<file path="src/rtl/reg_file_mp.sv">
// reg_file_mp: multi-port register file with two write ports, bypass, load scoreboard and clear sweep.
module reg_file_mp #(
  parameter int DATA_W   = 8,
  parameter int NUM_REGS = 16,
  parameter int ADDR_W   = $clog2(NUM_REGS),
  parameter int NUM_RD   = 2,
  parameter int BYPASS   = 1,
  parameter int ZERO_REG = 0
) (
  input  logic                     clk,
  input  logic                     reset,
  input  logic                     wa_en,
  input  logic [ADDR_W-1:0]        wa_addr,
  input  logic [DATA_W-1:0]        wa_data,
  input  logic                     wb_en,
  input  logic [ADDR_W-1:0]        wb_addr,
  input  logic [DATA_W-1:0]        wb_data,
  input  logic [NUM_RD*ADDR_W-1:0] rd_addr,
  output logic [NUM_RD*DATA_W-1:0] rd_data,
  output logic [NUM_RD-1:0]        rd_pending,
  input  logic                     sb_set_en,
  input  logic [ADDR_W-1:0]        sb_set_addr,
  input  logic                     clr_req,
  output logic                     clr_busy,
  input  logic [ADDR_W-1:0]        dbg_addr,
  output logic [DATA_W-1:0]        dbg_data
);
  typedef enum logic {IDLE, SWEEP} state_t;
  state_t state, state_nx;
  logic [ADDR_W-1:0] idx;
  logic [DATA_W-1:0] regs [NUM_REGS];
  logic [NUM_REGS-1:0] sb, set_m, clr_m;
  logic busy, last, wa_ok, wb_ok, set_ok;
  // An address is live when in range and not the hardwired zero register.
  function automatic logic live(input logic [ADDR_W-1:0] a);
    return (32'(a) < NUM_REGS) && !(ZERO_REG != 0 && a == '0);
  endfunction
  assign busy     = state == SWEEP;
  assign clr_busy = busy;
  assign last     = 32'(idx) == NUM_REGS - 1;
  assign wa_ok    = wa_en & ~busy & live(wa_addr);
  assign wb_ok    = wb_en & ~busy & live(wb_addr);
  assign set_ok   = sb_set_en & ~busy & live(sb_set_addr);
  assign set_m    = NUM_REGS'(set_ok) << sb_set_addr;
  assign clr_m    = NUM_REGS'(wb_ok) << wb_addr;
  always_comb state_nx = busy ? (last ? IDLE : SWEEP) : (clr_req ? SWEEP : IDLE);
  always_ff @(posedge clk or negedge reset)
    if (!reset) begin
      state <= IDLE;
      idx   <= '0;
    end else begin
      state <= state_nx;
      idx   <= (busy && !last) ? idx + 1'b1 : '0;
    end
  // Port A is written last so it wins a same-address collision with port B.
  always_ff @(posedge clk or negedge reset)
    if (!reset) begin
      for (int i = 0; i < NUM_REGS; i++) regs[i] <= '0;
    end else if (busy) begin
      regs[idx] <= '0;
    end else begin
      if (wb_ok) regs[wb_addr] <= wb_data;
      if (wa_ok) regs[wa_addr] <= wa_data;
    end
  always_ff @(posedge clk or negedge reset)
    if (!reset) sb <= '0;
    else if (clr_req && !busy) sb <= '0;
    else sb <= (sb & ~clr_m) | set_m;
  for (genvar g = 0; g < NUM_RD; g++) begin : gen_rd
    logic [ADDR_W-1:0] a;
    assign a = rd_addr[g*ADDR_W +: ADDR_W];
    assign rd_data[g*DATA_W +: DATA_W] = !live(a) ? '0 :
                                         (BYPASS != 0 && wa_ok && wa_addr == a) ? wa_data :
                                         (BYPASS != 0 && wb_ok && wb_addr == a) ? wb_data : regs[a];
    assign rd_pending[g] = live(a) && sb[a] && !(BYPASS != 0 && wb_en && wb_addr == a);
  end
  assign dbg_data = live(dbg_addr) ? regs[dbg_addr] : '0;
endmodule
</file>
<file path="config.mk">
export PLATFORM = sky130hd
export DESIGN_NAME = reg_file_mp
export DESIGN_NICKNAME = d
export VERILOG_FILES = /design/src/rtl/reg_file_mp.sv
export SDC_FILE = /design/constraint.sdc
export NUM_CORES = 1
export LEC_CHECK = 0
export CORE_AREA = 5 5 173 175
export CTS_CLUSTER_DIAMETER = 60
export DETAILED_ROUTE_END_ITERATION = 12
export DIE_AREA = 0 0 178 180
export REMOVE_ABC_BUFFERS = 1
export SETUP_SLACK_MARGIN = 0.2
export SYNTH_ARGS = -nofsm -noshare
export SYNTH_HDL_FRONTEND = slang
export SYNTH_SLANG_ARGS = --single-unit
</file>
<file path="constraint.sdc">
create_clock -name clk -period 6.3 [get_ports clk]
set_clock_uncertainty 0.1 [all_clocks]
set_input_delay 1.575 -clock clk [delete_from_list [all_inputs] [get_ports clk]]
set_output_delay 1.575 -clock clk [all_outputs]
set_load 0.01 [all_outputs]
</file>
==> impl_metrics.json, run 1 <==
{
  "dpl.hpwl_um": 33570,
  "max_cap_violations": 0,
  "final_nets": 1352,
  "port-buffer-count": 72,
  "syn_area_mm2": 0.01246,
  "cts_buffers": 17,
  "track_usage_pct": 28.92,
  "setup_viol": 0,
  "worstSetupStartpointType": "primary input",
  "route.detailed.drc": 0,
  "routed_wl_um": 46510,
  "ys_types": 48,
  "period_share_pct": 94.43,
  "gp_congestion": 0.9431,
  "ant_nets": 0,
  "grt-ovfl-total": 0,
  "hold_start": "regs[67]$_DFF_PN0_",
  "worstPathArrival_ns": 4.27,
  "worstPathCellList": "clkdlybuf4s50_1, xor2_1, nor4_1, nand2_1, buf_4, and3_1, o31ai_1, clkdlybuf4s50_1",
  "hp-class": "flop to flop",
  "vias_per_cell": 6.790,
  "n_antenna_cell": 0,
  "synthMostInstantiatedCell": "nor2_1",
  "worst_pin_slew_ns": 1.223,
  "cp_slowest_cell": "clkdlybuf4s50_1",
  "hold_violations": 0,
  "cp_max_fo": 7,
  "dr.first_iter.drc_count": 1583,
  "power.density_mw_per_mm2": 324.0,
  "dieArea_mm2": 0.03204,
  "clock_path_buffers": 2,
  "timing.fmax_mhz": 168.1,
  "synth_area_leader_cell": "dfrtp_1",
  "path_clk_slew_ns": 0.07,
  "num_vias": 11540,
  "grt_pass1_vias": 10960,
  "grt_max_degree": 88,
  "yosys_warnings": 0,
  "syn2layout_area_growth_pct": 13.60,
  "ctsResizeCount": 0,
  "worstSetupStartpoint": "wb_addr[3]",
  "final-max-slew-violation-count": 0,
  "cts.sink_count": 149,
  "grt_pass1_wl_um": 70900,
  "synth.avg_cell_area_um2": 9.663,
  "drive_above_1_share_pct": 17.11,
  "ys_seq_elements": 149,
  "finish.utilization_pct": 49.97,
  "synth_commonest_cells": "nor2_1, dfrtp_1, a21o_1, nand2_1, mux2i_1",
  "root_buffer": "clkbuf_16",
  "leakage_uw": 0.006360,
  "fp.coreArea_mm2": 0.02831,
  "post-cts-setup-buffers": 0,
  "synth.area.top_cells": "dfrtp_1, mux4_2, a21o_1",
  "cts_tree": "done",
  "htreeDepth": 4,
  "max_stage_delay_ns": 0.64,
  "cpMostUsedCell": "clkdlybuf4s50_1",
  "antenna_found_initial": 1,
  "cts_hold_buf": 0,
  "status": "finished clean",
  "synth_top_area_share_pct": 29.93,
  "r2r-start": "clr_busy$_DFF_PN0_",
  "async_flop_share_pct": 100.0,
  "setup_tns_ns": 0,
  "initial_core_util_pct": 43.99,
  "max-vdd-ir-drop_v": 0.0002259,
  "rows": 62,
  "ys_seq_area_share_pct": 29.93,
  "critPathKind": "primary input to output port",
  "die_w_um": 178,
  "synth_flop_cell": "dfrtp_1",
  "rsz0062_at_grt": "no",
  "required_ns": 4.62,
  "pin_count": 73,
  "die_height_um": 180,
  "wl_per_cell_um": 27.37,
  "synth_edf_count": 0,
  "slew_headroom_pct": 17.75,
  "syn_inst": 1289,
  "fin_crit_ns": 5.949,
  "clk_latency_ns": 0.44,
  "worst_setup_path_end_kind": "output port",
  "drt_pass1_iterations": 6
}
## cell type report
cell class / instances / area [um^2]
Timing Repair Buffer: 133 / 1162
Fill cell: 2598 / 14160
Sequential cell: 149 / 3732
Tap cell: 384 / 480.5
Multi-Input combinational cell: 996 / 8103
Clock inverter: 15 / 227.7
Clock buffer: 17 / 425.4
Inverter: 5 / 18.77
## cells in the final DEF (no fill, tap or decap), types with 8 or more instances in the layout
master           count
nor2_1             151
nor2b_1             12
nand2_1            127
o21ai_0             19
buf_4               60
clkbuf_16           17
xor2_1              12
mux2_2              15
a211oi_1            50
nand3_1             92
mux4_2              92
clkdlybuf4s50_1     65
a21boi_1             9
a311oi_1            80
a21o_1             128
a22oi_1             10
and3_1              10
mux2i_1             93
dfrtp_1            148
o22ai_1              8
nand2b_1             8
## sequential cells by signal, summed over array words and instances, names as in the netlist
register,flops
clr_busy,1
regs,128
idx,4
sb,16
## worst max-delay path, delay by kind of cell
| kind | cells | cell delay (ns) |
|---|---|---|
| AOI/OAI and AO/OA | 1 | 0.46 |
| xor gates and xnor gates | 1 | 0.22 |
| buffers and inverters | 3 | 1.38 |
| and+or+nand+nor | 3 | 0.65 |
## metal layers
layer	track usage, %	vias up	routed length, um
li1	-	4956	-
met1	40.68	5773	18930
met2	43.60	712	21350
met3	7.479	94	4875
met4	9.592	2	1344
met5	0	-	7
## kinds of logic after synthesis
group,count (synthesis),share of synthesized area [%]
AO/OA/AOI/OAI,343,21.11
flip-flops,149,29.93
XOR/XNOR,16,1.125
adder cells (fa/ha/maj),4,0.4018
AND/OR/NAND/NOR,426,15.43
buffers and inverters,144,5.143
multiplexers,207,26.85
## through the flow
stage	instance area (um^2)	setup WS [ns]	hold WS (ns)	cells	total power, uW
2_1_floorplan	11830	0.7570	0.3963	1150	2558
3_3_place_gp	13490	0.3127	0.4235	1666	3322
3_5_place_dp	13490	0.3046	0.4357	1666	3358
4_1_cts	14140	0.2973	0.4501	1698	4538
5_1_grt	14150	0.2689	0.4820	1699	4768
6_report	14150	0.3509	0.4476	1699	4585
## report_power, final
group	switching, uW	total [uW]	internal [uW]
Combinational	918	1750	832
Sequential	434	1660	1230
Clock	467	1170	706
Total	1820	4590	2770
## final timing paths
check	endpoint	slack (ns)	depth (start not counted)
setup / recovery	rd_data[11]	0.35	8
hold / removal	regs[67]$_DFF_PN0_	0.45	1
setup reg to reg	regs[20]$_DFF_PN0_	2.68	4
hold reg to reg	regs[67]$_DFF_PN0_	0.45	1
max in group asynchronous	regs[123]$_DFF_PN0_	3.84	2
min in group asynchronous	sb[10]$_DFF_PN0_	0.97	1
No activity file was read; power rests on OpenSTA's default activity.
==> inputs of run 2 (changes only) <==
- CAP_MARGIN: default -> 20
- CELL_PAD_IN_SITES_DETAIL_PLACEMENT: default -> 1
- CELL_PAD_IN_SITES_GLOBAL_PLACEMENT: default -> 1
- PLACE_DENSITY_LB_ADDON: default -> 0.1
==> run 2 against run 1 <==
  * Final cell count about the same
  * Power shrank 0.28%
  * Non-clock buffer count grew 2
  * Combinational power is 4% higher
  * Sequential share of layout area barely moved
  * First-iteration DRC count shrank 4.6%
  * Die area stayed put
  * Via count rose by 3.6%
  * Wire length up 15%
  * Critical endpoint is now rd_data[8]
  * Largest power group unchanged
==> impl_metrics.json, run 2 (same netlist as run 1, synthesis figures left out) <==
{
  "fin_hold_ws_ns": 0.4584,
  "syn2layout_area_growth_pct": 13.56,
  "n_antenna_cell": 0,
  "finish.utilization_pct": 49.96,
  "die_height_um": 180,
  "status": "finished clean",
  "period_share_pct": 94.80,
  "drt_pass1_iterations": 5,
  "power.density_mw_per_mm2": 323.2,
  "cp_max_fo": 9,
  "grt_pass1_wl_um": 80470,
  "cts_tree": "done",
  "wl_per_cell_um": 31.33,
  "die_w_um": 178,
  "dr.first_iter.drc_count": 1510,
  "ant_nets": 0,
  "htreeDepth": 4,
  "required_ns": 4.62,
  "dieArea_mm2": 0.03204,
  "pin_count": 73,
  "drive_above_1_share_pct": 16.95,
  "slew_headroom_pct": 18.64,
  "hold_violations": 0,
  "max_stage_delay_ns": 0.64,
  "grt-ovfl-total": 0,
  "clock_path_buffers": 2,
  "gp_congestion": 0.9597,
  "final_nets": 1354,
  "cts_hold_buf": 0,
  "fin_crit_ns": 5.972,
  "port-buffer-count": 72,
  "path_clk_slew_ns": 0.07,
  "worstSetupStartpointType": "primary input",
  "cts.sink_count": 149,
  "antenna_found_initial": 0,
  "largest_reg_flops": 128,
  "layout_commonest_cell": "nor2_1",
  "setup_tns_ns": 0,
  "cts_buffers": 17,
  "setup_viol": 0,
  "dpl.hpwl_um": 37580,
  "max-vdd-ir-drop_v": 0.0002293,
  "clk_latency_ns": 0.44,
  "num_vias": 11950,
  "worstPathArrival_ns": 4.30,
  "cpMostUsedCell": "clkdlybuf4s50_1",
  "grt_max_degree": 77,
  "root_buffer": "clkbuf_16",
  "cp_slowest_cell": "clkdlybuf4s50_1",
  "hp-class": "flop to flop",
  "regMostFlops": "regs",
  "initial_core_util_pct": 43.99,
  "worst_setup_path_end_kind": "output port",
  "critPathKind": "primary input to output port",
  "final-max-slew-violation-count": 0,
  "worstPathCellList": "clkdlybuf4s50_1, xor2_1, nor4_1, nand2_1, and3_1, o31ai_1, clkdlybuf4s50_1",
  "routed_wl_um": 53260,
  "rsz0062_at_grt": "no",
  "timing.fmax_mhz": 167.4,
  "final_cell_mix": "nor2_1, dfrtp_1, a21o_1",
  "worst_pin_slew_ns": 1.218,
  "rrSetupSlack_ns": 2.75,
  "max_cap_violations": 0,
  "top_regs": "regs (128), sb (16), idx (4)",
  "rows": 62,
  "fp.coreArea_mm2": 0.02831,
  "track_usage_pct": 33.34,
  "grt_pass1_vias": 12100,
  "vias_per_cell": 7.031,
  "route.detailed.drc": 0,
  "leakage_uw": 0.006376
}
run 2: final cells by class:
cell class | instances | area, um^2
Tap cell | 384 | 480.5
Sequential cell | 149 | 3732
Clock buffer | 23 | 478.0
Fill cell | 3111 | 14170
Multi-Input combinational cell | 996 | 8103
Inverter | 5 | 18.77
Timing Repair Buffer | 135 | 1232
Clock inverter | 8 | 100.1
run 2: metal layers:
layer	share of wire, %	vias up	track usage, %
met3	9.8	100	7.395
li1	-	4959	-
met5	0	-	0
met1	42	6190	48.24
met4	2.9	0	10.46
met2	45	704	49.90
run 2: timing repair:
action                     in CTS  in global routing
setup endpoints to repair       0                  2
resized for setup               0                  2
setup buffers                   0                  0
run 2: where the power goes:
| part | internal, uW | switching, uW | total [uW] |
|---|---|---|---|
| Sequential | 1230 | 458 | 1690 |
| Combinational | 836 | 989 | 1820 |
| Clock | 612 | 449 | 1060 |
run 2: metrics by stage:
stage               cells  setup WS [ns]  area, um^2  power, uW
floorplan            1150         0.7570       11830       2558
global placement     1669         0.3411       13560       3397
detailed placement   1669         0.2726       13560       3452
CTS                  1700         0.2655       14140       4524
global route         1700         0.2417       14140       4751
finish               1700         0.3279       14140       4572
run 2: critical path: cells and delay by family:
kind / cells / cell delay (ns)
AOI/OAI and AO/OA: 1 / 0.49
xor gates and xnor gates: 1 / 0.25
buffers and inverters: 2 / 1.24
and+or+nand+nor: 3 / 0.72
run 2: worst paths after layout:
| path | from | end | depth (start not counted) |
|---|---|---|---|
| max | wb_addr[0] | rd_data[8] | 7 |
| min | regs[100]$_DFF_PN0_ | regs[100]$_DFF_PN0_ | 1 |
| max reg2reg | clr_busy$_DFF_PN0_ | regs[30]$_DFF_PN0_ | 4 |
| min reg2reg | regs[100]$_DFF_PN0_ | regs[100]$_DFF_PN0_ | 1 |
| max in group asynchronous | reset | regs[90]$_DFF_PN0_ | 2 |
| min in group asynchronous | reset | regs[109]$_DFF_PN0_ | 1 |
==> inputs of run 3 (changes only) <==
- CTS_BUF_LIST: default -> sky130_fd_sc_hd__clkbuf_2 sky130_fd_sc_hd__clkbuf_4 sky130_fd_sc_hd__clkbuf_8
==> run 3 against run 2 <==
  * Power decreased by 5.6%
  * Setup slack worse by 0.0095 ns
  * Die area unchanged
  * Clock power fell by 24%
  * Wire length is 0.19% lower
  * Register-to-register slack got worse by 0.03 ns
  * Utilization decreased by 0.64 points
  * Highest routed layer unchanged
  * Global-route usage is 0.14 points lower
  * Fmax down 0.16%
==> impl_metrics.json, run 3 (same netlist as run 1, synthesis figures left out) <==
{
  "status": "finished clean",
  "cts_tree": "done",
  "rsz0062_at_grt": "no",
  "total_power_uw": 4316,
  "drt_pass1_iterations": 7,
  "final-max-slew-violation-count": 0,
  "critPathKind": "primary input to output port",
  "max-vdd-ir-drop_v": 0.0002109,
  "stdcell_count": 1700,
  "dp_cells": 1669,
  "fin_crit_ns": 5.982,
  "ant_nets": 0,
  "track_usage_pct": 33.21,
  "clk_latency_ns": 0.48,
  "required_ns": 4.62,
  "hold_violations": 0,
  "slew_headroom_pct": 19.54,
  "n_antenna_cell": 0,
  "regMostFlops": "regs",
  "cts_buffers": 17,
  "gp_congestion": 0.9597,
  "port-buffer-count": 72,
  "worst_setup_path_end_kind": "output port",
  "cts.sink_count": 149,
  "path_clk_slew_ns": 0.09,
  "power.density_mw_per_mm2": 309.1,
  "grt_util_met1_pct": 47.86,
  "cts_hold_buf": 0,
  "dr.first_iter.drc_count": 1436,
  "worst_pin_slew_ns": 1.204,
  "multi_input_area_mm2": 0.008103,
  "fin_hold_ws_ns": 0.4670,
  "ctsResizeCount": 0,
  "setup_tns_ns": 0,
  "final_cell_mix": "nor2_1, dfrtp_1, a21o_1",
  "worstSetupStartpoint": "wb_addr[0]",
  "max_cap_violations": 0,
  "htreeDepth": 4,
  "num_vias": 11990,
  "die_height_um": 180,
  "worstPathArrival_ns": 4.31,
  "syn2layout_area_growth_pct": 12.11,
  "rows": 62,
  "layout_commonest_cell": "nor2_1",
  "antenna_found_initial": 0,
  "cp_max_fo": 9,
  "n_fill_cell": 3136,
  "post-cts-setup-buffers": 0,
  "busiest_layer": "met2",
  "grt_use_met2_pct": 49.69,
  "dieArea_mm2": 0.03204,
  "grt_pass1_wl_um": 80230,
  "vias_per_cell": 7.055,
  "pin_count": 73,
  "period_share_pct": 94.95,
  "setup_viol": 0,
  "die_w_um": 178,
  "worstSetupStartpointType": "primary input",
  "grt-ovfl-total": 0,
  "routed_wl_um": 53160,
  "finish.utilization_pct": 49.32,
  "hold_start": "regs[65]$_DFF_PN0_",
  "drive_above_1_share_pct": 17.17,
  "r2r-start": "clr_busy$_DFF_PN0_",
  "route.detailed.drc": 0,
  "grt_use_met3_pct": 7.521,
  "rrSetupSlack_ns": 2.72,
  "seq_area_mm2": 0.003732,
  "leakage_uw": 0.006299,
  "fp.coreArea_mm2": 0.02831,
  "timing.fmax_mhz": 167.2,
  "top_regs": "regs (128), sb (16), idx (4)",
  "final_nets": 1354,
  "clock_path_buffers": 2,
  "largest_reg_flops": 128,
  "dpl.hpwl_um": 37580,
  "root_buffer": "clkbuf_8",
  "grt_max_degree": 77,
  "grt_pass1_vias": 12110,
  "initial_core_util_pct": 43.99,
  "wl_per_cell_um": 31.27,
  "hp-class": "flop to flop"
}
## run 3: changes by cell type in the layout (fill, tap and decap cells not counted)
cell | previous run | this run
clkbuf_4 | 0 | 3
clkbuf_16 | 17 | 0
clkbuf_1 | 3 | 0
clkbuf_8 | 3 | 20
## run 3: path summary, 6_finish.rpt
check | end | depth (start not counted)
worst max-delay path | rd_data[8] | 7
worst min-delay path | regs[65]$_DFF_PN0_ | 1
worst max register to register | regs[30]$_DFF_PN0_ | 4
worst min register to register | regs[65]$_DFF_PN0_ | 1
max in group asynchronous | regs[90]$_DFF_PN0_ | 2
min in group asynchronous | regs[109]$_DFF_PN0_ | 1
## run 3: critical path: stages
cell,delay (ns)
clkdlybuf4s50_1,0.61
xor2_1,0.26
nor4_1,0.26
nand2_1,0.25
and3_1,0.22
o31ai_1,0.49
clkdlybuf4s50_1,0.64
## run 3: cell type report
class	instances	share of cell area (%)
clock inverters	8	0.7168
clock buffers	23	2.132
multi-input cells	996	58.02
flip-flops and latches	149	26.73
well taps	384	3.441
inverters	5	0.1344
repair buffers	135	8.825
## run 3: per-layer routing
layer  share of wire, %  wire (um)
met1                 43      22600
met2                 45      23890
met3                9.3       4920
met4                3.3       1748
met5                  0          0
## run 3: report_power, final
part	total [uW]	switching [uW]	internal, uW
sequential	1680	457	1220
combinational	1830	990	836
clock	808	414	394
total	4320	1860	2460
## run 3: through the flow
stage	area, um^2	setup slack, ns
after floorplan	11830	0.7570
after global placement	13560	0.3411
after detailed placement	13560	0.2726
after CTS	13960	0.2656
after global routing	13960	0.2319
final	13960	0.3184
